<file path="src/rtl/dino_pkg.sv">
// Shared types and helpers for the frame scheduler between the game CPU and VGA path.
package dino_pkg;

    typedef enum logic [1:0] {
        IDLE,
        READY,
        BUSY,
        PENDING
    } fsync_state_t;

    localparam int H_RES_DEF = 640;
    localparam int V_RES_DEF = 480;

    // Event counters stick at all-ones instead of wrapping.
    function automatic logic [7:0] sat_inc8(input logic [7:0] v);
        return (v == 8'hFF) ? v : v + 8'd1;
    endfunction

endpackage

</file>
<file path="src/rtl/frame_sync_ctrl_debouncer.sv">
// Two-flop synchroniser plus a stability counter for the jump button.
// rise is a one-cycle pulse registered together with dout going high.
module button_debouncer #(
    parameter int DEBOUNCE_CYCLES = 1000000
) (
    input  logic clk,
    input  logic reset,
    input  logic din,
    output logic dout,
    output logic rise
);

    localparam int CW = (DEBOUNCE_CYCLES > 1) ? $clog2(DEBOUNCE_CYCLES) : 1;
    localparam logic [CW-1:0] CNT_MAX = CW'(DEBOUNCE_CYCLES - 1);

    logic          sync1;
    logic          sync2;
    logic          stable;
    logic [CW-1:0] cnt;

    // Bring the raw button into the clock domain.
    always_ff @(posedge clk or negedge reset) begin
        if (!reset) begin
            sync1 <= 1'b0;
            sync2 <= 1'b0;
        end else begin
            sync1 <= din;
            sync2 <= sync1;
        end
    end

    // Flip the stable level only after the input has disagreed with it long enough.
    always_ff @(posedge clk or negedge reset) begin
        if (!reset) begin
            cnt    <= '0;
            stable <= 1'b0;
            rise   <= 1'b0;
        end else begin
            rise <= 1'b0;
            if (sync2 == stable) begin
                cnt <= '0;
            end else if (cnt == CNT_MAX) begin
                stable <= sync2;
                rise   <= sync2;
                cnt    <= '0;
            end else begin
                cnt <= cnt + CW'(1);
            end
        end
    end

    assign dout = stable;

endmodule

</file>
<file path="src/rtl/frame_sync_ctrl.sv">
// Per-frame handshake between game CPU and display: vblank-gated coordinate
// commit, sticky debounced jump flag, and frame/skip/overrun statistics.
module frame_sync_ctrl
    import dino_pkg::*;
#(
    parameter int H_RES           = H_RES_DEF,
    parameter int V_RES           = V_RES_DEF,
    parameter int DEF_X           = 100,
    parameter int DEF_Y           = 400,
    parameter int DEBOUNCE_CYCLES = 1000000
) (
    input  logic        clk,
    input  logic        reset,
    input  logic        vblank_pulse,
    input  logic        jump_raw,
    input  logic [31:0] cpu_x,
    input  logic [31:0] cpu_y,
    input  logic        cpu_frame_ack,
    input  logic        cpu_frame_done,
    output logic        screen_end,
    output logic        button_press,
    output logic [9:0]  disp_x,
    output logic [9:0]  disp_y,
    output logic [15:0] frame_cnt,
    output logic [7:0]  skip_cnt,
    output logic [7:0]  overrun_cnt
);

    localparam logic [9:0] X_MAX = 10'(H_RES - 1);
    localparam logic [9:0] Y_MAX = 10'(V_RES - 1);

    fsync_state_t state, state_next;
    logic commit, skip_inc, ovr_inc, ack_ok;
    logic jump_level, jump_rise, jump_set;

    button_debouncer #(.DEBOUNCE_CYCLES(DEBOUNCE_CYCLES)) u_jump (
        .clk   (clk),
        .reset (reset),
        .din   (jump_raw),
        .dout  (jump_level),
        .rise  (jump_rise)
    );

    // rise is only ever registered alongside the new high level
    assign jump_set = jump_rise & jump_level;

    // State register.
    always_ff @(posedge clk or negedge reset) begin
        if (!reset) state <= IDLE;
        else        state <= state_next;
    end

    // Next state and per-cycle events; ack beats vblank in READY, done+vblank commits at once.
    always_comb begin
        state_next = state;
        commit     = 1'b0;
        skip_inc   = 1'b0;
        ovr_inc    = 1'b0;
        ack_ok     = 1'b0;
        case (state)
            IDLE: if (vblank_pulse) state_next = READY;
            READY: begin
                if (cpu_frame_ack) begin
                    ack_ok     = 1'b1;
                    state_next = BUSY;
                end else if (vblank_pulse) begin
                    skip_inc = 1'b1;
                end
            end
            BUSY: begin
                if (cpu_frame_done) begin
                    if (vblank_pulse) begin
                        commit     = 1'b1;
                        state_next = READY;
                    end else begin
                        state_next = PENDING;
                    end
                end else if (vblank_pulse) begin
                    ovr_inc = 1'b1;
                end
            end
            PENDING: begin
                if (vblank_pulse) begin
                    commit     = 1'b1;
                    state_next = READY;
                end
            end
            default: state_next = IDLE;
        endcase
    end

    // Registered outputs: shadow coordinates, counters and the sticky jump flag.
    always_ff @(posedge clk or negedge reset) begin
        if (!reset) begin
            screen_end   <= 1'b0;
            button_press <= 1'b0;
            disp_x       <= 10'(DEF_X);
            disp_y       <= 10'(DEF_Y);
            frame_cnt    <= '0;
            skip_cnt     <= '0;
            overrun_cnt  <= '0;
        end else begin
            screen_end <= (state_next == READY);
            if (commit) begin
                disp_x    <= (cpu_x >= 32'(H_RES)) ? X_MAX : cpu_x[9:0];
                disp_y    <= (cpu_y >= 32'(V_RES)) ? Y_MAX : cpu_y[9:0];
                frame_cnt <= frame_cnt + 16'd1;
            end
            if (skip_inc) skip_cnt    <= sat_inc8(skip_cnt);
            if (ovr_inc)  overrun_cnt <= sat_inc8(overrun_cnt);
            if (jump_set)    button_press <= 1'b1;
            else if (ack_ok) button_press <= 1'b0;
        end
    end

endmodule

</file>
<file path="config.mk">
export PLATFORM = sky130hd
export DESIGN_NAME = frame_sync_ctrl
export DESIGN_NICKNAME = d
export VERILOG_FILES = /design/src/rtl/dino_pkg.sv /design/src/rtl/frame_sync_ctrl_debouncer.sv /design/src/rtl/frame_sync_ctrl.sv
export SDC_FILE = /design/constraint.sdc
export NUM_CORES = 1
export LEC_CHECK = 0
export ABC_AREA = 1
export BUFFER_PORTS_ARGS = -buffer_cell sky130_fd_sc_hd__buf_2
export CAP_MARGIN = 15
export CORE_MARGIN = 8
export CORE_UTILIZATION = 35
export CTS_BUF_LIST = sky130_fd_sc_hd__clkbuf_2 sky130_fd_sc_hd__clkbuf_4 sky130_fd_sc_hd__clkbuf_8
export DETAILED_ROUTE_END_ITERATION = 10
export GPL_ROUTABILITY_DRIVEN = 0
export HOLD_SLACK_MARGIN = 0.05
export PLACE_DENSITY = 0.53
export SLEW_MARGIN = 30
export SYNTH_ARGS = -nofsm -noshare
export SYNTH_HDL_FRONTEND = slang
export SYNTH_HIERARCHICAL = 1
export SYNTH_SLANG_ARGS = --single-unit
</file>
<file path="constraint.sdc">
create_clock -name clk -period 2.3 [get_ports clk]
set_clock_uncertainty 0.1 [all_clocks]
set_input_delay 0.46 -clock clk [delete_from_list [all_inputs] [get_ports clk]]
set_output_delay 0.46 -clock clk [all_outputs]
set_load 0.05 [all_outputs]
</file>
# Word level (Yosys, flattened, before mapping)
# Cells that the tools add are included.
[totals] in_bits=70 elab_cells=59 ff_bits=80 out_inout_bits=54
[classes] reduce_logical=6 n_mux=22 bitwise=4 add_sub_neg=4 eq_ne=8 magnitude_cmp=2
[ops] cell="$mux 20" n=2
[ops] cell="$ge 32x10->1 const B" n=1
[ops] cell="$ge 32x9->1 const B" n=1
[ops] cell="$add 20x1->20 const B" n=1
[ops] cell="$eq 20x20->1 const B" n=1
[ops] cell="$mux 10" n=2
[ops] cell="$add 16x1->16 const B" n=1
[ops] cell="$add 8x1->8 const B" n=2
[ops] cell="$eq 8x8->1 const B" n=2
[ops] cell="$mux 1" n=12
[ops] cell="$mux 2" n=4
[ops] cell="$pmux 2 s3" n=1
[ops] cell="$reduce_and 2->1" n=3
[ops] cell="$eq 2x1->1 const B" n=2
[ops] cell="$eq 2x2->1 const B" n=2
[ops] cell="$not 1->1" n=3
[ops] cell="$logic_not 2->1" n=1
[ops] cell="$pmux 1 s2" n=1
[ops] cell="$reduce_bool 2->1" n=1
[ops] cell="$reduce_or 2->1" n=1
[ops] cell="$and 1x1->1" n=1
[ops] cell="$eq 1x1->1" n=1

# Depth between registers and ports, before layout
# Gate-level depths: netlist of the first run.
[logic_depth] word_depth=4 mapped_depth=9 ltp_nobuf=9

# Modules after synthesis
# The synthesis of the first run kept the hierarchy.
[by_module_without_submodules] mod="frame_sync_ctrl" instances=1 seq_area_each_um2=1408.9 area_each_um2=3046.7 cells_per_inst=402
[by_module_without_submodules] mod="button_debouncer" instances=1 seq_area_each_um2=600.6 area_each_um2=1395.1 cells_per_inst=167

# Worst setup path after synthesis of the first run
# OpenSTA, ideal clock, no wires.
[synth_path] kind="register to register" from="register frame_cnt[0]" to="register frame_cnt[8]" path_slack_ps=530 stages_incl_launch_ff=9 synth_period_minus_slack_ps=1770 t_arrival_ps=1550 setup_ps=120 path_buffers=0 t_required_ps=2080 cell_sequence="dfrtp_1 -> ha_1 -> nand2_1 -> nor2_1 -> nand3_1 -> nor2_4 -> nand2_1 -> nand2_1 -> nand2_1"
[synth_via] elab_chain_len=1
[synth_rtl] element="start: declaration" line_no="frame_sync_ctrl.sv:24" text="output logic [15:0] frame_cnt,"
[synth_rtl] element="start signal: assignment" line_no="frame_sync_ctrl.sv:107" text="frame_cnt <= frame_cnt + 16'd1;"
[synth_rtl] element="$add 16x1->16" line_no="frame_sync_ctrl.sv:107"
# No other way between the ends.
# A chain may end at the register's enable or synchronous reset.

# Final worst setup path of the first run
[layout_path] from="register state[0]" to="register frame_cnt[14]"
[layout_via] elab_chain_len=2 elab_cells_between_ends=3 classes_between="eq/ne: 2; mux: 1"
[layout_rtl] element="start: declaration" line_no="frame_sync_ctrl.sv:32" text="fsync_state_t state, state_next;"
[layout_rtl] element="start signal: assignment" line_no="frame_sync_ctrl.sv:50" text="else state <= state_next;"
[layout_rtl] element="$eq 2x2->1" line_no="frame_sync_ctrl.sv:60" text="case (state)"
[layout_rtl] element="$pmux 1 s2 (*)" line_no="frame_sync_ctrl.sv:60"
# Mark *: on every way between the ends. The rest lies on a longest branch, timed or not.

==> results of run 1 <==
==> logic make-up after synthesis <==
group	count (synthesis)	share of synthesized area [%]
simple gates	350	36.2
flops	80	45.2
compound gates	40	5.01
xor+xnor	25	5.27
fa+ha+maj	8	2.25
buf+inv	66	6.06
==> per-layer routing <==
layer  wire length, um  global-route usage (%)
met1              5030                    17.1
met2              4980                    22.6
met3               909                    6.91
met4               101                    3.59
met5                10                       0
==> registers in the layout, summed over array words and instances, names as in the netlist <==
register,count
u_jump/rise,1
frame_cnt,16
disp_x,10
state,2
u_jump/sync2,1
disp_y,10
screen_end,1
u_jump/sync1,1
u_jump/cnt,20
skip_cnt,8
button_press,1
overrun_cnt,8
u_jump/dout,1
==> final timing paths <==
check | end | depth (start not counted) | slack, ns | from
worst max-delay path | frame_cnt[14]$_DFFE_PN0P_ | 9 | 0.49 | state[0]$_DFF_PN0_
worst min-delay path | u_jump/sync1$_DFF_PN0_ | 1 | 0.10 | jump_raw
max in group asynchronous | disp_x[2]$_DFFE_PN1P_ | 3 | 1.00 | reset
min in group asynchronous | skip_cnt[2]$_DFFE_PN0P_ | 2 | 0.44 | reset
worst max register to register | frame_cnt[14]$_DFFE_PN0P_ | 9 | 0.49 | state[0]$_DFF_PN0_
worst min register to register | u_jump/sync2$_DFF_PN0_ | 0 | 0.26 | u_jump/sync1$_DFF_PN0_
==> power by group <==
part | switching, mW | total [mW] | internal, mW | leakage, nW
Combinational | 0.902 | 1.27 | 0.363 | 1.69
Sequential | 0.177 | 1.73 | 1.55 | 1.01
Clock | 0.506 | 0.995 | 0.489 | 0.101
Total | 1.59 | 3.99 | 2.41 | 2.80
==> cell type report <==
class                           instances  area, sq um
Inverter                               62          234
Sequential cell                        80         2010
Clock inverter                          2         13.8
Clock buffer                           14          174
Fill cell                            1336         7040
Tap cell                              172          215
Multi-Input combinational cell        423         2160
Timing Repair Buffer                  127          663
==> layout by cell type, fill, tap and decap left out, types with 2 or more instances in the layout <==
master,count
sky130_fd_sc_hd__o21ai_1,4
sky130_fd_sc_hd__clkinv_2,2
sky130_fd_sc_hd__nor2_4,6
sky130_fd_sc_hd__dfstp_2,6
sky130_fd_sc_hd__nor2_1,119
sky130_fd_sc_hd__nand3b_1,5
sky130_fd_sc_hd__nand3_1,32
sky130_fd_sc_hd__nand3_2,4
sky130_fd_sc_hd__inv_2,3
sky130_fd_sc_hd__xnor2_1,10
sky130_fd_sc_hd__nand2_4,5
sky130_fd_sc_hd__dfrtp_1,74
sky130_fd_sc_hd__buf_2,122
sky130_fd_sc_hd__nand2_1,142
sky130_fd_sc_hd__or2_2,2
sky130_fd_sc_hd__clkbuf_4,3
sky130_fd_sc_hd__nor2_2,8
sky130_fd_sc_hd__clkbuf_8,11
sky130_fd_sc_hd__o21bai_1,2
sky130_fd_sc_hd__xor2_1,13
sky130_fd_sc_hd__o21ai_0,11
sky130_fd_sc_hd__buf_4,3
sky130_fd_sc_hd__ha_1,8
sky130_fd_sc_hd__nand4_1,7
sky130_fd_sc_hd__nand2_2,9
sky130_fd_sc_hd__nor3_1,6
sky130_fd_sc_hd__a21oi_1,19
sky130_fd_sc_hd__inv_1,58
==> summary.md, run 1 <==
The slew of the pin with the lowest slew margin was 0.408 ns; the global route total overflow was 0. Summed over its instances, the top area cell type makes up 41.7% of the synthesized netlist area. In this run, CTS created clock tree buffers numbering 9. The power density over the cells was 729 nW/um^2. The number of resized instances in the post-cts repair step was 0; the worst endpoint data arrival time was 1.97 ns. The leakage power total came out at 2.80 nW.

The die extent in y was 129 um; the insertion delay of the later-clocked pin in the worst-skew pair was 0.36 ns. Setup repair after global routing left no endpoint under its margin. Setup violations remaining at the end of the flow were counted as 0.

For this run, the number of Yosys warnings is 6. The tools report the top-level I/O count as 124. The full die area is 16600 sq um, and the largest stage delay on the critical path is 0.44 ns. In the post-synthesis netlist, the biggest area contributors are sky130_fd_sc_hd__dfrtp_1 42%, sky130_fd_sc_hd__nand2_1 12%, sky130_fd_sc_hd__nor2_1 10%. Summing all placed instances gives a cell area of 5280 sq um. Once layout is complete, the utilization of the core stands at 43.7%. The cell count after synthesis was 569.

Setup slack closes at 0.491 ns. Using the TritonRoute via totals, the vias-per-cell ratio works out to 4.48. A synthesized cell averages 7.81 sq um.

Of all nets on the critical path, the largest fanout is 27. The run gives 880 as the number of standard cells in the final layout excluding fillers. The count of final hold-check violations is 0. The commonest register cell after synthesis was sky130_fd_sc_hd__dfrtp_1.

The tool flagged a number of max-cap violations equal to 0. Static timing analysis puts the maximum clock frequency at 553 MHz. The share of the Yosys chip area taken by registers is 45.2%. The flow ran to the end, and the final reports show no timing, DRC or antenna violations.

The synthesized design spends more area on one cell type than any other, namely sky130_fd_sc_hd__dfrtp_1. In the post-synthesis netlist, the cell with the most instances is sky130_fd_sc_hd__nand2_1. After legalization and detailed placement, the total HPWL measured 8.70 mm. For this run, the post-layout net count is 781. TritonCTS built the clock tree.

On the final layout, the worst hold slack is 0.101 ns. After clock tree synthesis, the clock-pin slew on the worst setup and hold paths is 0.08 ns. Entering global routing, the biggest net connects 39 pins.

Power after layout: 3.99 mW. After layout, the worst path uses 78.6% of the clock period. The final critical delay including setup and external delays works out to 1.81 ns.

Counting flops with an async set or reset pin after synthesis yields a share of 100%. The synthesized design contains 80 register bits. Grouping stages by cell kind, the critical path spends the most delay in simple AND/OR/NAND/NOR gates.

In the synthesized netlist, the cells that appear most often are 142 x sky130_fd_sc_hd__nand2_1, 119 x sky130_fd_sc_hd__nor2_1, 74 x sky130_fd_sc_hd__dfrtp_1, 58 x sky130_fd_sc_hd__inv_1, 32 x sky130_fd_sc_hd__nand3_1. CTS placed an instance of sky130_fd_sc_hd__clkbuf_8 at the clock tree root. Once detail routing completed, the nets flagged for antenna violations numbered 0.

Of the cells placed in the final design, the portion with a size suffix greater than 1 is 27.4%. The CTS sink count was 80. The via count of the routed design was 3939; the detail-routed net length per standard cell was 12.5 um. Synthesis produced a netlist with a net count of 647. VDD sags by at most 0.285 mV. The tools report the effective utilization at floorplan as 35.5%.

Walking the worst path, the cells encountered are inv_1, ha_1, nand3_1, nand2_4, nand3_1, nor2_1, nand2_1, nand2_1, inv_1. The H-tree was split into 3 levels. Startpoint kind of the worst setup timing path: a register. In this run the horizontal extent of the chip is 129 um.

For the number of unique standard cell types used by synthesis, the log shows 38. The count of flip-flops with a built-in enable after synthesis works out to 0. In this run the deepest clock path goes through 2 buffers.

The number of antenna violations at the first check in global routing was 1; the detailed-route DRC error count was 0. The logs give 4131 for the via count of the first global-routing pass and 72.7% for the relative max-transition margin. The global-route usage over all layers is 14.3%.

The critical path class was register to register. The critical path buffer and inverter count is 2, and the area of the mapped netlist is 4440 sq um. Port buffering added 123 buffers. The largest individual stage delay along the critical path comes from the cell sky130_fd_sc_hd__dfrtp_1. The antenna diode instance count is 0.

Setup TNS: 0 ns. Once the clock tree was built, the setup fixing pass inserted 0 buffers. After floorplanning, the core was divided into 41 placement rows. The area of all placed cells without fillers came out at 5470 sq um. From synthesis to final layout, the design area changed by 23.2%.

The tightest min-delay check is of the input port to register type. The max-slew violation total from the final report was 0. The type of destination of the critical path was a register. For this block, the initial DRC count from the detailed router was 195.

The area of the core was 12500 sq um. The total detailed-routing wirelength is 11.0 mm. The count of hold buffers inserted by post-cts repair is 1, and the first-pass GRT wire length is 19.1 mm. The number of optimization iterations in the first detailed-route pass was 5. The required time reported for the critical path endpoint is 2.46 ns. Once placement completed, the tool counted placed cells totaling 863. The tools report the setup slack after placement as 0.497 ns.
(Power assumes the default switching activity.)
==> inputs of run 2 (changes only) <==
==> constraint.sdc (replaced) <==
create_clock -name clk -period 1.7 [get_ports clk]
set_clock_uncertainty 0.1 [all_clocks]
set_input_delay 0.34 -clock clk [delete_from_list [all_inputs] [get_ports clk]]
set_output_delay 0.34 -clock clk [all_outputs]
set_load 0.05 [all_outputs]
==> run 2 against run 1 <==
Clock power is 36% higher; worst hold slack better by 0.041 ns; die area did not move; worst setup slack worse by 0.41 ns; sequential share of layout area fell by 0.81 points; final area grew 2.7%; largest power group unchanged.
==> summary.md, run 2 (synthesized netlist as in run 1, its figures left out) <==
The flow ran to the end, and the final reports show no timing, DRC or antenna violations. The die extent in y was 129 um (unchanged). The instance area after placement was 5330 sq um (+1.0%); the full die area was 16600 sq um (unchanged). Detailed placer's ending HPWL: 8.62 mm (-0.85%). The library cell used most frequently in the layout, excluding fill and tap cells, is sky130_fd_sc_hd__nand2_1. The run gives 41 (unchanged) as the cell row count.

For the instance count after placement with tap cells included, the log shows 866 (+0.35%). Number of optimization iterations in the first detailed-route pass: 4 (-1). Area of the core: 12500 sq um (unchanged).

The tree is rooted in a sky130_fd_sc_hd__clkbuf_8. The residual antenna-violating net count after detailed routing is 0 (unchanged), and the number of buffers on the longest clock path is 2 (unchanged). The endpoint identified for the worst register-to-register timing path is u_jump/cnt[9]$_DFF_PN0_. The run gives 14.4% (+0.031 points) as the global-route usage over all layers. The number of H-tree levels was 3 (unchanged); the worst hold margin was 0.142 ns (+0.0409 ns). The logs give 4164 (+0.80%) for the via count of the first global-routing pass and 0.00418 ns (-0.493 ns) for the setup slack after placement.

The slew of the pin with the lowest slew margin came out at 0.429 ns (+0.0203 ns). The tools report the number of antenna violations at the first check in global routing as 0 (-1). The area of all placed cells without fillers came out at 5620 sq um (+2.7%). The clock slew seen by the registers of the worst setup and hold paths came out at 0.08 ns (about the same). The synthesis-to-finish area growth is 26.5%.

The run gives 0 (unchanged) as the count of final hold-check violations. The number of cells on the worst hold path was 3 (+2). The largest registers in the layout are u_jump/cnt: 20 flops, frame_cnt: 16 flops. For the worst endpoint data arrival time, the log shows 1.75 ns (-0.22 ns).

The power density over the cells is 1000 nW/um^2 (+37%). The number of I/O port buffers is 123 (unchanged). The ratio of routed vias to standard cells is 4.50 (+0.46%).

Tracing the worst setup path back leads to its startpoint at u_jump/cnt[0]$_DFF_PN0_. The logs give 44.9% (+1.2 points) for the share of the core filled with cells in the final layout and 71.4% (-1.4 points) for the relative max-transition margin. The detail-routed net length per standard cell was 12.7 um (+1.1%); the total detailed-routing wirelength was 11.3 mm (+2.2%).

The antenna diode instance count is 0 (unchanged), and the max-capacitance violation count is 0 (unchanged). The worst setup path is of the register to register kind. The share of post-route cells with drive strength above 1 was 29.9% (+2.5 points); the upper clock frequency limit was 618 MHz (+12%).

The tools report the top-level I/O count as 124 (unchanged). In this run the worst setup path terminates at u_jump/cnt[9]$_DFF_PN0_. The path class of the tightest hold or removal check is input port to register.

For the initial DRC count, the log shows 202 (+3.6%). Ranked by flip-flop count, first place goes to u_jump/cnt. Startpoint kind of the worst setup timing path: a register.

The run gives 5.63 mW (+41%) as the power after layout. Leaving out fill and tap cells, the most frequent cells in the layout are 142 x sky130_fd_sc_hd__nand2_1, 122 x sky130_fd_sc_hd__buf_2, 117 x sky130_fd_sc_hd__nor2_1. The logs give 2.85 nW (+1.9%) for the leakage power total and 0.36 ns (about the same) for the insertion delay of the later-clocked pin in the worst-skew pair. The period utilization works out to 95.2% (+17 points). The startpoint identified for the worst register-to-register timing path is u_jump/cnt[0]$_DFF_PN0_. Flip-flop count of the largest register, all copies and words added: 20 (unchanged).

The horizontal extent of the die is 129 um (unchanged). TritonCTS built the clock tree. STA classifies the critical path endpoint as a register. The worst supply voltage drop on vdd was 0.387 mV (+36%); the required time reported for the critical path endpoint was 1.84 ns (-0.62 ns).

The highest fanout seen on the critical path came out at 7 (-74%). The final critical delay including setup and external delays was 1.62 ns (-0.191 ns); the number of standard cells in the final layout excluding fillers was 890 (+1.1%). The CTS sink count came out at 80 (unchanged). The number of endpoints failing setup at the final stage is 0 (unchanged), and the detailed-route DRC error count is 0 (unchanged). The net total in the final layout is 791 (+1.3%), and the number of buffers created by CTS is 9 (unchanged). Setup repair after global routing left no endpoint under its margin. The logs give 4002 (+1.6%) for the via count of the routed design and 35.5% (unchanged) for the effective utilization at floorplan. The logic depth of the worst register-to-register path was 6 (-3). The max-slew violation total from the final report is 0 (unchanged), and the slack of the worst reg-to-reg path is 0.08 ns (-0.41 ns). The tools report the global route total overflow as 0 (unchanged). The maximum number of pins on one net before global-route repair is 34 (-13%), and the worst path setup slack after routing is 0.0822 ns (-0.409 ns). The logs give 19.1 mm (unchanged) for the first-pass GRT wire length and 0 ns (unchanged) for the setup TNS.
==> run 2: cell count changes in the layout (fill, tap and decap cells not counted), sizes merged <==
cell,change
clkinvlp,+1
dlygate4sd3,+1
buf,+8
==> run 2: report_power, final <==
| group | total [mW] | leakage [nW] | internal, mW | switching (mW) |
|---|---|---|---|---|
| registers | 2.36 | 1.00 | 2.12 | 0.238 |
| clock network | 1.35 | 0.0963 | 0.640 | 0.713 |
| logic | 1.93 | 1.75 | 0.633 | 1.29 |
| total | 5.63 | 2.85 | 3.39 | 2.24 |
==> run 2: what timing repair did <==
action                                  CTS  global route
gates resized for setup                   1            13
hold buffers                              2             0
setup buffers                             0             6
endpoints found under the setup margin    1            27
pin swaps                                 0             2
hold endpoints to repair                 75             0
==> run 2: worst min-delay path by stage <==
stage	to	start
detailed placement	skip_cnt[7]$_DFFE_PN0P_	reset
global route	disp_x[2]$_DFFE_PN1P_	cpu_x[2]
global placement	skip_cnt[7]$_DFFE_PN0P_	reset
floorplan	button_press$_DFFE_PN0P_	reset
finish	disp_x[2]$_DFFE_PN1P_	cpu_x[2]
CTS	disp_x[2]$_DFFE_PN1P_	cpu_x[2]
==> run 2: layout make-up <==
class	instances	area [sq um]
multi-input cells	423	2200
inverters	62	234
well taps	172	215
repair buffers	137	766
clock inverters	3	17.5
clock buffers	13	166
flip-flops and latches	80	2020
fillers	1290	6900
==> run 2: routing by layer <==
layer	part of all wire, %	vias up	global-route usage [%]
li1	-	2065	-
met4	1.6	0	5.67
met2	44	109	22.0
met1	47	1816	18.1
met5	0	-	0
met3	7.3	12	5.09
==> run 2: worst max-delay path: stages (launching register included) <==
cell,delay [ns]
sky130_fd_sc_hd__dfrtp_1,0.37
sky130_fd_sc_hd__ha_1,0.21
sky130_fd_sc_hd__nand3_2,0.17
sky130_fd_sc_hd__nor2_4,0.19
sky130_fd_sc_hd__nand3_2,0.18
sky130_fd_sc_hd__nand2_2,0.20
sky130_fd_sc_hd__nor2_1,0.07
==> inputs of run 3 (changes only) <==
--- a/config.mk
+++ b/config.mk
@@ -9,14 +9,13 @@
 export BUFFER_PORTS_ARGS = -buffer_cell sky130_fd_sc_hd__buf_2
 export CAP_MARGIN = 15
 export CORE_MARGIN = 8
-export CORE_UTILIZATION = 35
+export CORE_UTILIZATION = 54
 export CTS_BUF_LIST = sky130_fd_sc_hd__clkbuf_2 sky130_fd_sc_hd__clkbuf_4 sky130_fd_sc_hd__clkbuf_8
 export DETAILED_ROUTE_END_ITERATION = 10
 export GPL_ROUTABILITY_DRIVEN = 0
 export HOLD_SLACK_MARGIN = 0.05
-export PLACE_DENSITY = 0.53
+export PLACE_DENSITY = 0.79
 export SLEW_MARGIN = 30
 export SYNTH_ARGS = -nofsm -noshare
 export SYNTH_HDL_FRONTEND = slang
-export SYNTH_HIERARCHICAL = 1
 export SYNTH_SLANG_ARGS = --single-unit
==> run 3 against run 2 <==
Critical path depth grew 1; cell count shrank 14%; sequential power is essentially flat; non-clock buffer count shrank 1; final area shrank 7.1%; highest routed layer unchanged.
==> summary.md, run 3 <==
The clock slew seen by the registers of the worst setup and hold paths is 0.07 ns (about the same), and the initial DRC count is 149 (-26%). The tools report the net total in the final layout as 732 (-7.5%). Commonest register cell after synthesis: sky130_fd_sc_hd__dfrtp_1. For the max-capacitance violation count, the log shows 0 (unchanged). The number of cells on the worst hold path is 3 (unchanged). The fraction of post-synthesis cell area in the top cell type by area was 44.6% (+2.9 points); the full die area was 10800 sq um (-35%). The tools report the end of the critical path as disp_x[5]$_DFFE_PN1P_.

The detail-routed net length per standard cell was 13.7 um (+8.3%). Type of destination of the critical path: a register. TritonCTS built the clock tree. In this run the most critical hold path is launched from cpu_y[5]. The run gives 0.757 mV (+96%) as the worst supply voltage drop on vdd. The logic depth of the worst register-to-register path is 7 (+1), and the highest fanout seen on the critical path is 12 (+5). The power density over the cells came out at 1070 nW/um^2 (+6.9%).

The global-route usage over all layers is 19.3% (+5.0 points). Sorting the synthesized cells by area gives the leading types as sky130_fd_sc_hd__dfrtp_1 45%, sky130_fd_sc_hd__nand2_1 9.8%, sky130_fd_sc_hd__nor2_1 9.5%. Required time reported for the critical path endpoint: 1.86 ns (+0.02 ns). Setup repair after global routing left no endpoint under its margin.

The count of flip-flops with a built-in enable after synthesis is 0 (unchanged), and the CTS sink count is 80 (unchanged). The antenna diode instance count came out at 0 (unchanged). Traced cell by cell, the critical path runs through ha_1, nand2_2, nand2_4, inv_4, buf_4, nor2_1, a21oi_1. The tools report the proportion of power drawn by combinational gates as 34.1% (about the same). The proportion of power drawn by flip-flops and latches was 42.7% (+0.9 points). The tools report the startpoint of the worst setup timing path as state[1]$_DFF_PN0_. For this design, the slowest cell found on the critical path is sky130_fd_sc_hd__dfrtp_2. The maximum number of pins on one net before global-route repair came out at 81 (+140%). The critical path class is register to register.

The logs give 0 (unchanged) for the global route total overflow and 68.6% (+24 points) for the share of the core filled with cells in the final layout. The net switching fraction of the power was 39.7% (-0.14 points). The tools report the startpoint kind of the worst setup timing path as a register. The tools report the upper clock frequency limit as 624 MHz (+1.0%). The slew of the pin with the lowest slew margin was 0.423 ns (-0.00514 ns).

The number of I/O port buffers is 123 (unchanged). The most common cell after layout, fill and taps aside was sky130_fd_sc_hd__buf_2. The residual antenna-violating net count after detailed routing was 0 (unchanged). In the post-synthesis netlist, the cell with the most instances is sky130_fd_sc_hd__nand2_1. The max-slew violation total from the final report is 0 (unchanged), and the xor and xnor area share after synthesis is 6.54% (+1.3 points).

The cell at the root of the clock tree was sky130_fd_sc_hd__clkbuf_8. The logs give 32 (-22%) for the cell row count and 2.22 mW (-1.1%) for the switching power. The effective utilization at floorplan was 54.6% (+19 points). The die extent in y is 104 um (-19%).

The adder-cell area share of the yosys netlist is 2.41% (+0.16 points). By area, the combinational part of the netlist is dominated by simple AND/OR/NAND/NOR gates. In the layout the commonest cells are 122 x sky130_fd_sc_hd__buf_2, 106 x sky130_fd_sc_hd__nand2_1, 104 x sky130_fd_sc_hd__nor2_1. Power after layout: 5.59 mW (-0.73%).

The run gives 1.76 ns (about the same) as the worst endpoint data arrival time. The relative max-transition margin is 71.8% (+0.37 points), and the multiplexer fraction of the synthesized cell area is 0% (unchanged). The number of optimization iterations in the first detailed-route pass is 5 (+1), and the insertion delay of the later-clocked pin in the worst-skew pair is 0.33 ns (-0.03 ns). For the number of buffers on the longest clock path, the log shows 2 (unchanged). The logs give 3.37 mW (-0.50%) for the internal power component and 0 (-6) for the number of warning messages in the yosys log.

Flip-flop count of the largest register, all copies and words added: 20 (unchanged). The largest registers in the layout are u_jump.cnt: 20 flops, frame_cnt: 16 flops. The run finished with clean final reports. More flip-flops sit in one register than any other, and that register is u_jump.cnt.

The tools report the total detailed-routing wirelength as 10.4 mm (-7.4%). The first-pass GRT wire length is 17.7 mm (-7.4%), and the setup TNS is 0 ns (unchanged). The largest stage delay on the critical path was 0.46 ns (+0.09 ns). The synthesized design spends more area on one cell type than any other, namely sky130_fd_sc_hd__dfrtp_1. For the count of final hold-check violations, the log shows 0 (unchanged).

The average size of a mapped cell came out at 8.11 sq um (+3.9%). The via count of the routed design was 3859 (-3.6%); the area of the mapped netlist was 4150 sq um (-6.5%). The tools report the worst reg2reg path endpoint as disp_x[5]$_DFFE_PN1P_. The share of post-route cells with drive strength above 1 was 30.3% (+0.40 points); the number of endpoints failing setup at the final stage was 0 (unchanged). The worst hold path belongs to the class input port to register. The detailed-route DRC error count was 0 (unchanged). The final critical delay including setup and external delays was 1.60 ns (-0.0160 ns). The period utilization works out to 94.2% (-0.94 points). The slack of the worst reg-to-reg path is 0.1 ns (+0.02 ns), and the horizontal extent of the die is 104 um (-19%). Fraction of registers with async set/reset: 100% (unchanged).

Number of buffers created by CTS: 9 (unchanged). In the synthesized netlist, the cells that appear most often are 108 x sky130_fd_sc_hd__nand2_1, 105 x sky130_fd_sc_hd__nor2_1, 74 x sky130_fd_sc_hd__dfrtp_1, 44 x sky130_fd_sc_hd__inv_1, 34 x sky130_fd_sc_hd__nand3_1. The run gives 0 (unchanged) as the number of antenna violations at the first check in global routing. Launch instance of the worst register-to-register path: state[1]$_DFF_PN0_. The run gives 32 (-16%) as the number of unique standard cell types used by synthesis. The detailed placer's ending HPWL was 8.09 mm (-6.2%). The number of synthesized register bits is 80 (unchanged), and the number of standard cells in the final layout excluding fillers is 761 (-14%).

The ratio of routed vias to standard cells is 5.07 (+13%). The sequential fraction of the synthesis area came out at 48.4% (+3.1 points). The top-level I/O count is 124 (unchanged), and the number of H-tree levels is 3 (unchanged). The simple-gate portion of the synthesized area works out to 32.2% (-4.0 points). The cell count after synthesis was 512 (-10%); the compound-cell area share of the yosys netlist was 5.03% (+0.018 points).

The clock network fraction of total power is 23.2% (-0.8 points), and the synthesis-to-finish area growth is 25.7%. Net count of the mapped netlist: 590 (-8.8%). The leakage power total was 2.58 nW (-9.4%); the via count of the first global-routing pass was 4004 (-3.8%).

The run gives 7610 sq um (-39%) as the area of the core. The run gives 740 (-15%) as the instance count after placement with tap cells included.
==> run 3: cell count changes after synthesis, sizes merged, moves of 2 or more <==
| cell | change |
|---|---|
| xor2 | +5 |
| nor2 | -15 |
| nor3 | +5 |
| and2 | +2 |
| nor3b | +2 |
| nand3b | -3 |
| o21bai | -2 |
| inv | -13 |
| buf | +2 |
| or2 | -2 |
| nand2 | -42 |
==> run 3: how the worst min path moves through the flow <==
stage,endpoint,slack [ns]
2_1_floorplan,button_press$_DFFE_PN0P_,-0.06
3_3_place_gp,u_jump.sync2$_DFF_PN0_,0.24
3_5_place_dp,u_jump.sync2$_DFF_PN0_,0.24
4_1_cts,disp_y[5]$_DFFE_PN0P_,0.15
5_1_grt,disp_x[2]$_DFFE_PN1P_,0.17
6_report,disp_y[5]$_DFFE_PN0P_,0.16
==> run 3: cells by family after synthesis <==
group / after synthesis
fa+ha+maj: 8
buf+inv: 54
flops: 80
xor+xnor: 31
simple gates: 299
compound gates: 40
==> run 3: worst max-delay path, delay by kind of cell (launching register included) <==
kind                       cells  cell delay, ns
and+or+nand+nor                3            0.27
adders and majority gates      1            0.21
buffers and inverters          2            0.32
AOI/OAI and AO/OA              1            0.16
DFF                            1            0.46
==> run 3: per-layer routing <==
metal / vias up / global-route usage [%] / wire length (um)
li1: 1913 / - / -
met1: 1812 / 21.4 / 4340
met2: 122 / 34.8 / 5390
met3: 12 / 5.27 / 582
met4: 0 / 6.51 / 130
met5: - / 0 / 0
==> run 3: per-stage QoR <==
step,setup WS [ns],hold WS (ns),instance area (sq um)
floorplan,0.0368,-0.0556,4160
global placement,0.141,0.237,4950
detailed placement,0.0287,0.245,4950
CTS,0.0145,0.150,5150
global route,0.00744,0.167,5220
finish,0.0982,0.165,5220
==> run 3: layout make-up <==
type,instances,area [sq um]
Fill cell,636,2390
Timing Repair Buffer,136,733
Sequential cell,80,2020
Clock buffer,13,173
Multi-Input combinational cell,379,1970
Clock inverter,3,15.0
Inverter,48,185
Tap cell,102,128
==> run 3: power by group through the flow <==
stage | registers, mW | logic [mW] | clock network [mW]
finish | 2.39 | 1.91 | 1.30
global placement | 2.39 | 1.75 | 0
detailed placement | 2.41 | 1.82 | 0
floorplan | 2.96 | 0.686 | 0
global route | 2.42 | 2.05 | 1.40
CTS | 2.38 | 1.83 | 1.32
==> run 3: timing repair <==
action	CTS	global route
setup endpoints to repair	0	34
resized for setup	0	11
endpoints found under the hold margin	75	0
hold buffers	2	0
setup buffers	0	2
